===== src/rtl/fir_pkg.sv =====
// Shared constants for the FIR chain and the shift-with-saturation helper used by its output stage.
package fir_pkg;

   localparam int FIR_OUT_W = 18;
   localparam int DEC_OUT_W = 8;
   localparam int DEC_SHIFT = 10;
   localparam int DEC_DECIM = 2;
   localparam int DEC_DEPTH = 4;

   // Operates on a 32-bit container so callers with any IN_W up to 31 can share it.
   function automatic logic [31:0] sat_shift(input logic [31:0] val,
                                             input int unsigned shift,
                                             input int unsigned outW);
      logic [31:0] s;
      logic [31:0] maxVal;
      s      = val >> shift;
      maxVal = (32'd1 << outW) - 32'd1;
      return (s > maxVal) ? maxVal : s;
   endfunction

endpackage


===== src/rtl/fir_sync_fifo.sv =====
// Small synchronous FIFO with show-ahead head output; a push while full is accepted only alongside a pop.
module fir_sync_fifo #(
   parameter int WIDTH = 8,
   parameter int DEPTH = 4
) (
   input  logic                     clk,
   input  logic                     rst,
   input  logic                     push_i,
   input  logic [WIDTH-1:0]         din_i,
   input  logic                     pop_i,
   output logic [WIDTH-1:0]         dout_o,
   output logic                     full_o,
   output logic                     empty_o,
   output logic [$clog2(DEPTH):0]   level_o
);

   localparam int AW = $clog2(DEPTH);

   logic [WIDTH-1:0] mem_q [DEPTH];
   logic [AW-1:0]    wrPtr_q, wrPtr_d;
   logic [AW-1:0]    rdPtr_q, rdPtr_d;
   logic [AW:0]      level_q, level_d;
   logic             pushOk, popOk;

   assign full_o  = (level_q == (AW+1)'(DEPTH));
   assign empty_o = (level_q == '0);
   assign level_o = level_q;
   assign dout_o  = mem_q[rdPtr_q];

   assign popOk  = pop_i && !empty_o;
   assign pushOk = push_i && (!full_o || popOk);

   always_comb begin
      wrPtr_d = wrPtr_q;
      rdPtr_d = rdPtr_q;
      level_d = level_q;
      if (pushOk) wrPtr_d = wrPtr_q + 1'b1;
      if (popOk)  rdPtr_d = rdPtr_q + 1'b1;
      if (pushOk && !popOk)      level_d = level_q + 1'b1;
      else if (popOk && !pushOk) level_d = level_q - 1'b1;
   end

   always_ff @(posedge clk) begin
      if (rst) begin
         wrPtr_q <= '0;
         rdPtr_q <= '0;
         level_q <= '0;
      end else begin
         wrPtr_q <= wrPtr_d;
         rdPtr_q <= rdPtr_d;
         level_q <= level_d;
      end
   end

   // Storage needs no reset: level gates every read that matters.
   always_ff @(posedge clk) begin
      if (pushOk) mem_q[wrPtr_q] <= din_i;
   end

endmodule


===== src/rtl/fir_out_decimator.sv =====
// FIR output stage: decimate by DECIM, shift/saturate to OUT_W, buffer in a FIFO behind valid/ready.
// Define FIR_DEC_ROUND_EN to round half-up before the shift instead of truncating.
module fir_out_decimator
   import fir_pkg::*;
#(
   parameter int IN_W  = FIR_OUT_W,
   parameter int OUT_W = DEC_OUT_W,
   parameter int SHIFT = DEC_SHIFT,
   parameter int DECIM = DEC_DECIM,
   parameter int DEPTH = DEC_DEPTH
) (
   input  logic                    clk,
   input  logic                    rst,
   input  logic [IN_W-1:0]         in_data,
   input  logic                    in_valid,
   output logic [OUT_W-1:0]        out_data,
   output logic                    out_valid,
   input  logic                    out_ready,
   output logic [$clog2(DEPTH):0]  fifo_level,
   output logic                    ovf,
   input  logic                    ovf_clr
);

   localparam int PH_W = (DECIM > 1) ? $clog2(DECIM) : 1;
   localparam logic [PH_W-1:0] PH_LAST = PH_W'(DECIM - 1);

`ifdef FIR_DEC_ROUND_EN
   localparam int RND_SH = (SHIFT > 0) ? SHIFT - 1 : 0;
   localparam logic [IN_W:0] RND = (SHIFT > 0) ? ((IN_W+1)'(1) << RND_SH) : '0;
`else
   localparam logic [IN_W:0] RND = '0;
`endif

   logic [PH_W-1:0]  phase_q, phase_d;
   logic [OUT_W-1:0] stageData_q;
   logic             stageValid_q;
   logic             ovf_q, ovf_d;
   logic             keep, pop, drop, full, empty;
   logic [IN_W:0]    sum;

   assign keep = in_valid && (phase_q == '0);
   assign sum  = {1'b0, in_data} + RND;

   always_comb begin
      phase_d = phase_q;
      if (in_valid) phase_d = (phase_q == PH_LAST) ? '0 : phase_q + 1'b1;
   end

   always_ff @(posedge clk) begin
      if (rst) begin
         phase_q      <= '0;
         stageValid_q <= 1'b0;
         stageData_q  <= '0;
      end else begin
         phase_q      <= phase_d;
         stageValid_q <= keep;
         if (keep) stageData_q <= OUT_W'(sat_shift(32'(sum), SHIFT, OUT_W));
      end
   end

   assign out_valid = !empty;
   assign pop       = !empty && out_ready;
   // A same-cycle pop frees the slot, so only a full FIFO with no pop loses the sample.
   assign drop      = stageValid_q && full && !pop;

   always_comb begin
      ovf_d = ovf_q;
      if (drop)         ovf_d = 1'b1;
      else if (ovf_clr) ovf_d = 1'b0;
   end

   always_ff @(posedge clk) begin
      if (rst) ovf_q <= 1'b0;
      else     ovf_q <= ovf_d;
   end

   assign ovf = ovf_q;

   fir_sync_fifo #(
      .WIDTH (OUT_W),
      .DEPTH (DEPTH)
   ) u_fifo (
      .clk     (clk),
      .rst     (rst),
      .push_i  (stageValid_q),
      .din_i   (stageData_q),
      .pop_i   (pop),
      .dout_o  (out_data),
      .full_o  (full),
      .empty_o (empty),
      .level_o (fifo_level)
   );

endmodule


===== config.mk =====
export PLATFORM = sky130hd
export DESIGN_NAME = fir_out_decimator
export DESIGN_NICKNAME = d
export VERILOG_FILES = /design/src/rtl/fir_pkg.sv /design/src/rtl/fir_sync_fifo.sv /design/src/rtl/fir_out_decimator.sv
export SDC_FILE = /design/constraint.sdc
export NUM_CORES = 1
export LEC_CHECK = 0
export CAP_MARGIN = 30
export CORE_UTILIZATION = 50
export CTS_BUF_LIST = sky130_fd_sc_hd__clkbuf_8
export DETAILED_ROUTE_END_ITERATION = 6
export DONT_BUFFER_PORTS = 1
export PLACE_DENSITY_LB_ADDON = 0.3
export SYNTH_ARGS = -nofsm -noshare
export SYNTH_HDL_FRONTEND = slang
export SYNTH_SLANG_ARGS = --single-unit

===== constraint.sdc =====
create_clock -name clk -period 2.4 [get_ports clk]
set_clock_uncertainty 0.1 [all_clocks]
set_input_delay 0.36 -clock clk [delete_from_list [all_inputs] [get_ports clk]]
set_output_delay 0.36 -clock clk [all_outputs]
set_load 0.02 [all_outputs]

==> results_dict.tcl, run 1 <==
set metrics [dict create \
    antenna_left 0 \
    drv_cap 0 \
    cts_root_buffer "clkbuf_8" \
    leakage_nw 0.763 \
    overflow 0 \
    synth.area.mux_share_pct 10.7 \
    synth_nets 165 \
    synthCells 136 \
    synthSimpleGateAreaFrac_pct 9.76 \
    yosys-top-cells-count "32 x edfxtp_1, 20 x dfxtp_1, 16 x nand2_1, 11 x a21oi_1, 9 x nor2_1" \
    yosys.area_share.xor_xnor_pct 1.74 \
    placed_area_um2 2070 \
    layout_min_cycle_time_ns 2.16 \
    start_kind "flip-flop" \
    synthDistinctLibCells 25 \
    ios 36 \
    yosysWarnings 0 \
    numCtsBuffers 5 \
    ys_ff_latch 52 \
    start_util_pct 53.4 \
    drv_slew 0 \
    grt_pass1_vias 1062 \
    worst_pin_slew_ns 0.651 \
    reg2reg_to "u_fifo.level_o[2]" \
    die_w_um 65.5 \
    place.port_buffers 0 \
    rsz0062_at_grt "no" \
    synth_top_family_by_area "multiplexers" \
    design.die.area_um2 4280 \
    fmax_mhz 463 \
    status "finished, final reports clean" \
    regArea_um2 1360 \
    wirelength_um 3090 \
    area_delta_synth_final_pct 8.76 \
    place_congestion 0.675 \
    drtIter0Drc 37 \
    tritoncts "built" \
    synth-edff-count 32 \
    htreeDepth 2 \
    min_path_type "input pin to flip-flop" \
    rr_startpoint "u_fifo.level_o[0]" \
    final_cell_area_um2 2190 \
    post-cts-setup-buffers 0 \
    synth_adder_area_share_pct 4.10 \
    endpoint_kind "flip-flop" \
    crit_required_ns 2.53 \
    final-setup-viol-count 0 \
    cp_max_fo 5 \
    nFillCells 284 \
    synth_compound_area_share_pct 3.79 \
    stdcell_count 190 \
    yosysSeqAreaShare_pct 67.6 \
    via_per_inst 5.29 \
    rows 22 \
    layout-drive-gt1-share_pct 18.3 \
    critPathCapture "u_fifo.level_o[2]" \
    clock-sinks 52 \
    grt_pass1_wl_um 5090 \
    synth_top_area_share_pct 47.7 \
    cp.arrival_ns 2.29 \
    path_class "flip-flop to flip-flop" \
    yosys.area.top_type "edfxtp_1" \
    grt_max_degree 22 \
    yosysMostFrequentCell "edfxtp_1" \
    die_y_um 65.5 \
    clkTransAtPathRegs_ns 0.08 \
    r2r_cells 8 \
    dp_cells 181 \
    clk_path_buf_depth 2 \
    ir_drop_uv 540 \
    synth-main-ff-cell "edfxtp_1" \
    hold_viol_final 0 \
    setup_tns_ns 0 \
    pwr_density_cell_nw_per_um2 988 \
    fin_nets 170 \
    async_flop_share_pct 0 \
    avgSynthCellArea_um2 14.8 \
    multi_input_area_um2 611 \
    core_um2 3770 \
    via_count 1006 \
    synth_top_cells_by_area "edfxtp_1 48%, dfxtp_1 20%, mux4_2 8.9%, ha_1 3.1%, nand2_1 3.0%" \
    wl_per_cell_um 16.3 \
    insertion_delay_ns 0.30 \
    drc 0 \
    syn_area_um2 2010 \
    hp-start "rst" \
    reg2reg_slack_ns 0.24 \
    crit_path_start "u_fifo.level_o[0]" \
    max-slew-margin-rel_pct 56.5 \
    n_antenna_cell 0 \
    dr.pass1.iters 4 \
    min_period_over_period_pct 90.0 \
    hpwl_um 2140 \
    grtUsageTotal_pct 17.0 \
    antenna_found_initial 0 \
]
## critical path, stage by stage (launching register included)
cell	delay, ns
dfxtp_1	0.47
nor4b_2	0.10
nor2b_1	0.17
ha_1	0.21
inv_1	0.06
fa_1	0.37
xor2_1	0.16
or3_1	0.32
a21oi_1	0.14
## power breakdown
group	internal, W	switching, W	leakage (nW)
Sequential	0.00102	0.000107	0.461
Clock	0.000303	0.000254	0.0532
Combinational	0.000218	0.000258	0.249
## logic make-up (layout without fill, tap and decap cells)
kind of cell	after synthesis	count (layout)
DFF	52	52
and+or+nand+nor	39	39
AOI/OAI and AO/OA	14	14
muxes	11	11
buffers and inverters	10	16
adders and majority gates	6	6
xor gates and xnor gates	4	4
## worst min path at each step
stage,end,slack (ns),cells past startpoint
global placement,stageData_q[0],0.33,1
CTS,stageData_q[3],0.02,1
global route,u_fifo.level_o[1],0.001,1
detailed placement,stageData_q[3],0.33,1
floorplan,ovf,0.35,2
finish,stageData_q[3],0.02,1
## repair_timing
action / in CTS / in global routing
hold endpoints to repair: 0 / 1
resized for setup: 0 / 1
setup endpoints to repair: 0 / 1
hold buffers: 0 / 1
## cells in the final DEF (no fill, tap or decap), types with 2 or more instances in the layout
cell,netlist,routed
xor2_1,4,4
nor2_1,9,9
dfxtp_1,20,20
buf_4,0,4
nand2b_1,4,4
nand2_1,16,16
clkinv_1,0,2
clkbuf_8,0,5
a21oi_1,11,11
ha_1,5,5
mux4_2,8,8
edfxtp_1,32,32
nor2b_1,3,3
and2_2,4,4
inv_1,3,3
mux2i_1,2,2
## cell type report
class	count	area share, %
flip-flops and latches	52	62.2
multi-input cells	74	27.9
clock buffers	5	3.14
well taps	48	2.74
repair buffers	5	1.83
clock inverters	3	1.71
inverters	3	0.514
## state kept, by name, summed over array words and instances, names as in the netlist, named ones only
name and count:
ovf 1, phase_q 1, stageData_q 8, stageValid_q 1
u_fifo.level_o 3, u_fifo.mem_q 32, u_fifo.rdPtr_q 2, u_fifo.wrPtr_q 2
## per-stage QoR
step | util, % | hold WS, ns | total power (W) | setup slack [ns]
finish | 58.1 | 0.0208 | 0.00216 | 0.240
CTS | 57.7 | 0.0156 | 0.00218 | 0.118
floorplan | - | 0.347 | 0.00152 | 0.153
global route | 58.1 | 0.00134 | 0.00227 | 0.0840
global placement | 54.8 | 0.331 | 0.00160 | 0.220
detailed placement | 54.8 | 0.333 | 0.00163 | 0.134
## routing by layer
| metal | vias to the layer above | GRT usage [%] | wire [um] |
|---|---|---|---|
| met4 | 0 | 7.34 | 46 |
| met1 | 490 | 19.7 | 1300 |
| met2 | 19 | 28.4 | 1620 |
| li1 | 493 | - | - |
| met3 | 4 | 6.25 | 120 |
| met5 | - | 0 | 0 |
Power figures use the tool's default switching activity.
==> inputs of run 2 (changes only) <==
Settings changed: CORE_UTILIZATION 50 to 64, CTS_CLUSTER_DIAMETER from default to 60, RECOVER_POWER from default to 25.
==> run 2 against run 1 <==
Net effect: critical path type unchanged; routed wire length shrank 2.4%; total power shrank 4.4%; hold slack better by 0.0052 ns; critical endpoint unchanged; via count is 1.1% higher; core utilization rose by 17 points; sequential share of layout area rose by 1.1 points; combinational power is 0.8% higher; clock power is 15% lower.
==> results_dict.tcl, run 2 (synthesis results as in run 1) <==
set metrics [dict create \
    hpwl_um 2050 \
    fin_nets 169 \
    numCtsBuffers 5 \
    grtUsageTotal_pct 21.4 \
    overflow 0 \
    rsz0062_at_grt "no" \
    cp_max_fo 4 \
    design.die.area_um2 3370 \
    die_y_um 58.1 \
    grt_pass1_wl_um 5040 \
    clock-sinks 52 \
    endpoint_kind "flip-flop" \
    ios 36 \
    antenna_found_initial 0 \
    max-slew-margin-rel_pct 58.7 \
    clkTransAtPathRegs_ns 0.08 \
    min_period_over_period_pct 92.9 \
    layout_common_cells "32 x edfxtp_1, 20 x dfxtp_1, 16 x nand2_1" \
    cts_resized 0 \
    via_per_inst 5.56 \
    post-cts-setup-buffers 0 \
    dr_wl_met2_um 1550 \
    grt_pass1_vias 1081 \
    via_count 1017 \
    place.port_buffers 0 \
    m1WireLength_um 1290 \
    wl_per_cell_um 16.5 \
    largest_reg_flops 32 \
    final-setup-viol-count 0 \
    hold_viol_final 0 \
    rows 19 \
    die_w_um 58.1 \
    setup_tns_ns 0 \
    worst_pin_slew_ns 0.618 \
    layout_commonest_cell "edfxtp_1" \
    dr.pass1.iters 3 \
    drv_cap 0 \
    dp_cells 175 \
    clk_path_buf_depth 2 \
    drtIter0Drc 18 \
    path_class "flip-flop to flip-flop" \
    ir_drop_uv 673 \
    grt_max_degree 22 \
    antenna_left 0 \
    insertion_delay_ns 0.29 \
    wirelength_um 3020 \
    regMostFlops "u_fifo.mem_q" \
    htreeDepth 2 \
    drv_slew 0 \
    layout_min_cycle_time_ns 2.23 \
    start_util_pct 70.0 \
    n_antenna_cell 0 \
    drc 0 \
    core_um2 2880 \
    tritoncts "built" \
    hold_buffers 0 \
    place_congestion 0.712 \
    cp.arrival_ns 2.36 \
    status "finished, final reports clean" \
    start_kind "flip-flop" \
    fmax_mhz 449 \
    wl_met3_um 131 \
    leakage_nw 0.760 \
    pwr_density_cell_nw_per_um2 962 \
    layout-drive-gt1-share_pct 17.7 \
    nFillCells 197 \
    cts_root_buffer "clkbuf_8" \
    stdcell_count 183 \
    min_path_type "input pin to flip-flop" \
    top_layer "met4" \
    area_delta_synth_final_pct 6.84 \
    crit_required_ns 2.53 \
]
-- run 2: worst max-delay path, cell delays in order (launching register included) --
cell and delay (ns):
dfxtp_1 0.34, o31ai_1 0.43, ha_1 0.28, inv_1 0.06, fa_1 0.37, xor2_1 0.15, or3_1 0.31, a21oi_1 0.14
-- run 2: layer usage --
layer	vias to the layer above	global-route usage [%]
met4	0	8.50
met5	-	0
met3	6	7.37
met2	28	34.2
li1	491	-
met1	492	27.2
-- run 2: cell type report --
cell class | instances | area (um^2) | area share [%]
Clock inverter | 2 | 7.51 | 0.349
Tap cell | 42 | 52.6 | 2.44
Clock buffer | 6 | 82.6 | 3.84
Sequential cell | 52 | 1360 | 63.3
Multi-Input combinational cell | 74 | 606 | 28.2
Timing Repair Buffer | 4 | 30.0 | 1.40
Inverter | 3 | 11.3 | 0.524
-- run 2: per-stage QoR --
stage / area (um^2) / utilization [%] / hold slack, ns / setup slack [ns] / power (W)
2_1_floorplan: 2010 / - / 0.347 / 0.153 / 0.00152
3_3_place_gp: 2060 / 71.6 / 0.331 / 0.297 / 0.00160
3_5_place_dp: 2060 / 71.6 / 0.332 / 0.192 / 0.00162
4_1_cts: 2150 / 74.8 / 0.0152 / 0.171 / 0.00208
5_1_grt: 2150 / 74.8 / 0.00877 / 0.0732 / 0.00217
6_report: 2150 / 74.8 / 0.0259 / 0.171 / 0.00207
-- run 2: worst paths after layout --
check                                  startpoint           endpoint  slack (ns)  depth (start not counted)
worst max-delay path            u_fifo.level_o[2]  u_fifo.level_o[2]        0.17                          7
worst min-delay path                          rst  u_fifo.level_o[2]        0.03                          1
worst max register to register  u_fifo.level_o[2]  u_fifo.level_o[2]        0.17                          7
worst min register to register            phase_q            phase_q        0.38                          2
-- run 2: power breakdown --
group / switching (W) / internal (W)
registers: 0.0000907 / 0.00102
logic: 0.000267 / 0.000214
clock network: 0.000248 / 0.000227
total: 0.000606 / 0.00146
==> inputs of run 3 (changes only) <==
--- a/config.mk
+++ b/config.mk
@@ -14,4 +14,5 @@
 export PLACE_DENSITY_LB_ADDON = 0.3
 export RECOVER_POWER = 25
+export SLEW_MARGIN = 20
 export SYNTH_ARGS = -nofsm -noshare
 export SYNTH_HDL_FRONTEND = slang
==> constraint.sdc (replaced) <==
create_clock -name clk -period 2.4 [get_ports clk]
set_clock_uncertainty 0.1 [all_clocks]
set_input_delay 0.48 -clock clk [delete_from_list [all_inputs] [get_ports clk]]
set_output_delay 0.48 -clock clk [all_outputs]
set_load 0.02 [all_outputs]
==> run 3 against run 2 <==
Net effect: maximum frequency rose by 0.51%; register-to-register slack about the same; flip-flop and latch count unchanged; hold slack better by 0.11 ns; critical path depth unchanged.
==> results_dict.tcl, run 3 (synthesis results as in run 1) <==
set metrics [dict create \
    drv_cap 0 \
    grt_max_degree 22 \
    start_util_pct 70.0 \
    critPathSlowestCell "o31ai_1" \
    reg2reg_to "u_fifo.level_o[2]" \
    die_y_um 58.1 \
    clock-sinks 52 \
    wl_per_cell_um 16.2 \
    insertion_delay_ns 0.30 \
    die_w_um 58.1 \
    antenna_found_initial 0 \
    tritoncts "built" \
    final-setup-viol-count 0 \
    hp-start "rst" \
    pwr_density_cell_nw_per_um2 975 \
    p_int_w 0.00151 \
    via_count 1034 \
    drv_slew 0 \
    combPwrFrac_pct 24.8 \
    design.die.area_um2 3370 \
    regMostFlops "u_fifo.mem_q" \
    clk_path_buf_depth 2 \
    cts_resized 0 \
    grt_pass1_vias 1093 \
    total_power_w 0.00211 \
    hold_path_depth 1 \
    min_period_over_period_pct 92.4 \
    hold_viol_final 0 \
    layout-drive-gt1-share_pct 19.0 \
    layout_min_cycle_time_ns 2.22 \
    place.port_buffers 0 \
    n_antenna_cell 0 \
    cp_num_buf_inv 1 \
    core_um2 2880 \
    area_delta_synth_final_pct 7.71 \
    status "finished, final reports clean" \
    grt_pass1_wl_um 5020 \
    via_per_inst 5.62 \
    path_class "flip-flop to flip-flop" \
    drc 0 \
    crit_chain "o31ai_1 > ha_1 > inv_1 > fa_1 > xor2_1 > or3_1 > a21oi_1" \
    fmax_mhz 451 \
    ir_drop_uv 873 \
    rows 19 \
    hpwl_um 2040 \
    cpPeakStageDelay_ns 0.41 \
    p_sw_share_pct 28.8 \
    clkTransAtPathRegs_ns 0.08 \
    p_switching_w 0.000610 \
    crit_required_ns 2.54 \
    ios 36 \
    largest_reg_flops 32 \
    cp.arrival_ns 2.36 \
    worst_pin_slew_ns 0.624 \
    overflow 0 \
    drtIter0Drc 35 \
    start_kind "flip-flop" \
    post-cts-setup-buffers 0 \
    htreeDepth 2 \
    numCtsBuffers 5 \
    dr.pass1.iters 4 \
    p_seq_share_pct 50.9 \
    hold_buffers 0 \
    grtUsageTotal_pct 21.5 \
    min_to "stageData_q[1]" \
    cp_max_fo 4 \
    p_clk_share_pct 24.3 \
    reg2reg_slack_ns 0.18 \
    nFillCells 190 \
    endpoint_kind "flip-flop" \
    r2r_cells 7 \
    rr_startpoint "u_fifo.level_o[2]" \
    max-slew-margin-rel_pct 58.3 \
    fin_nets 170 \
    cts_root_buffer "clkbuf_8" \
    min_path_type "input pin to flip-flop" \
    crit_family "adder cells" \
    place_congestion 0.707 \
    layout_commonest_cell "edfxtp_1" \
    antenna_left 0 \
    setup_tns_ns 0 \
    layout_common_cells "32 x edfxtp_1, 20 x dfxtp_1, 16 x nand2_1" \
    leakage_nw 0.767 \
    rsz0062_at_grt "no" \
    wirelength_um 2990 \
]
## run 3: final cells by class
class / instances / area [um^2] / share of cell area (%)
clock buffers: 7 / 96.3 / 4.44
clock inverters: 1 / 3.75 / 0.173
inverters: 3 / 11.3 / 0.519
multi-input cells: 74 / 606 / 27.9
flip-flops and latches: 52 / 1360 / 62.8
well taps: 42 / 52.6 / 2.42
repair buffers: 5 / 37.5 / 1.73
## run 3: power by group through the flow
stage | clock network [W] | registers, W | logic (W)
after floorplan | 0 | 0.00112 | 0.000403
after global placement | 0 | 0.00109 | 0.000517
after detailed placement | 0 | 0.00110 | 0.000531
after CTS | 0.000526 | 0.00108 | 0.000531
after global routing | 0.000560 | 0.00109 | 0.000577
final | 0.000514 | 0.00108 | 0.000525
## run 3: through the flow
step | utilization, % | setup WS, ns | cells | hold slack [ns] | instance area, um^2
floorplan | - | 0.153 | 136 | 0.347 | 2010
finish | 75.4 | 0.182 | 184 | 0.133 | 2170
CTS | 75.4 | 0.155 | 184 | 0.125 | 2170
detailed placement | 71.9 | 0.181 | 176 | 0.368 | 2070
global placement | 71.9 | 0.298 | 176 | 0.360 | 2070
global route | 75.4 | 0.0286 | 184 | 0.119 | 2170
## run 3: worst max path at each step
stage / start / to / slack (ns) / cells after the start
after floorplan: u_fifo.level_o[0] / u_fifo.level_o[2] / 0.15 / 9
after global placement: u_fifo.level_o[0] / u_fifo.level_o[2] / 0.30 / 7
after detailed placement: u_fifo.level_o[2] / u_fifo.level_o[2] / 0.18 / 7
after CTS: u_fifo.level_o[2] / u_fifo.level_o[2] / 0.15 / 7
after global routing: u_fifo.level_o[2] / u_fifo.level_o[2] / 0.03 / 7
final: u_fifo.level_o[2] / u_fifo.level_o[2] / 0.18 / 7
## run 3: layer usage
layer	routed length [um]	share of wire, %	track usage (%)
met5	0	0	0
met1	1160	39	24.5
met4	81	2.7	10.9
met2	1590	53	35.6
met3	153	5.1	8.04
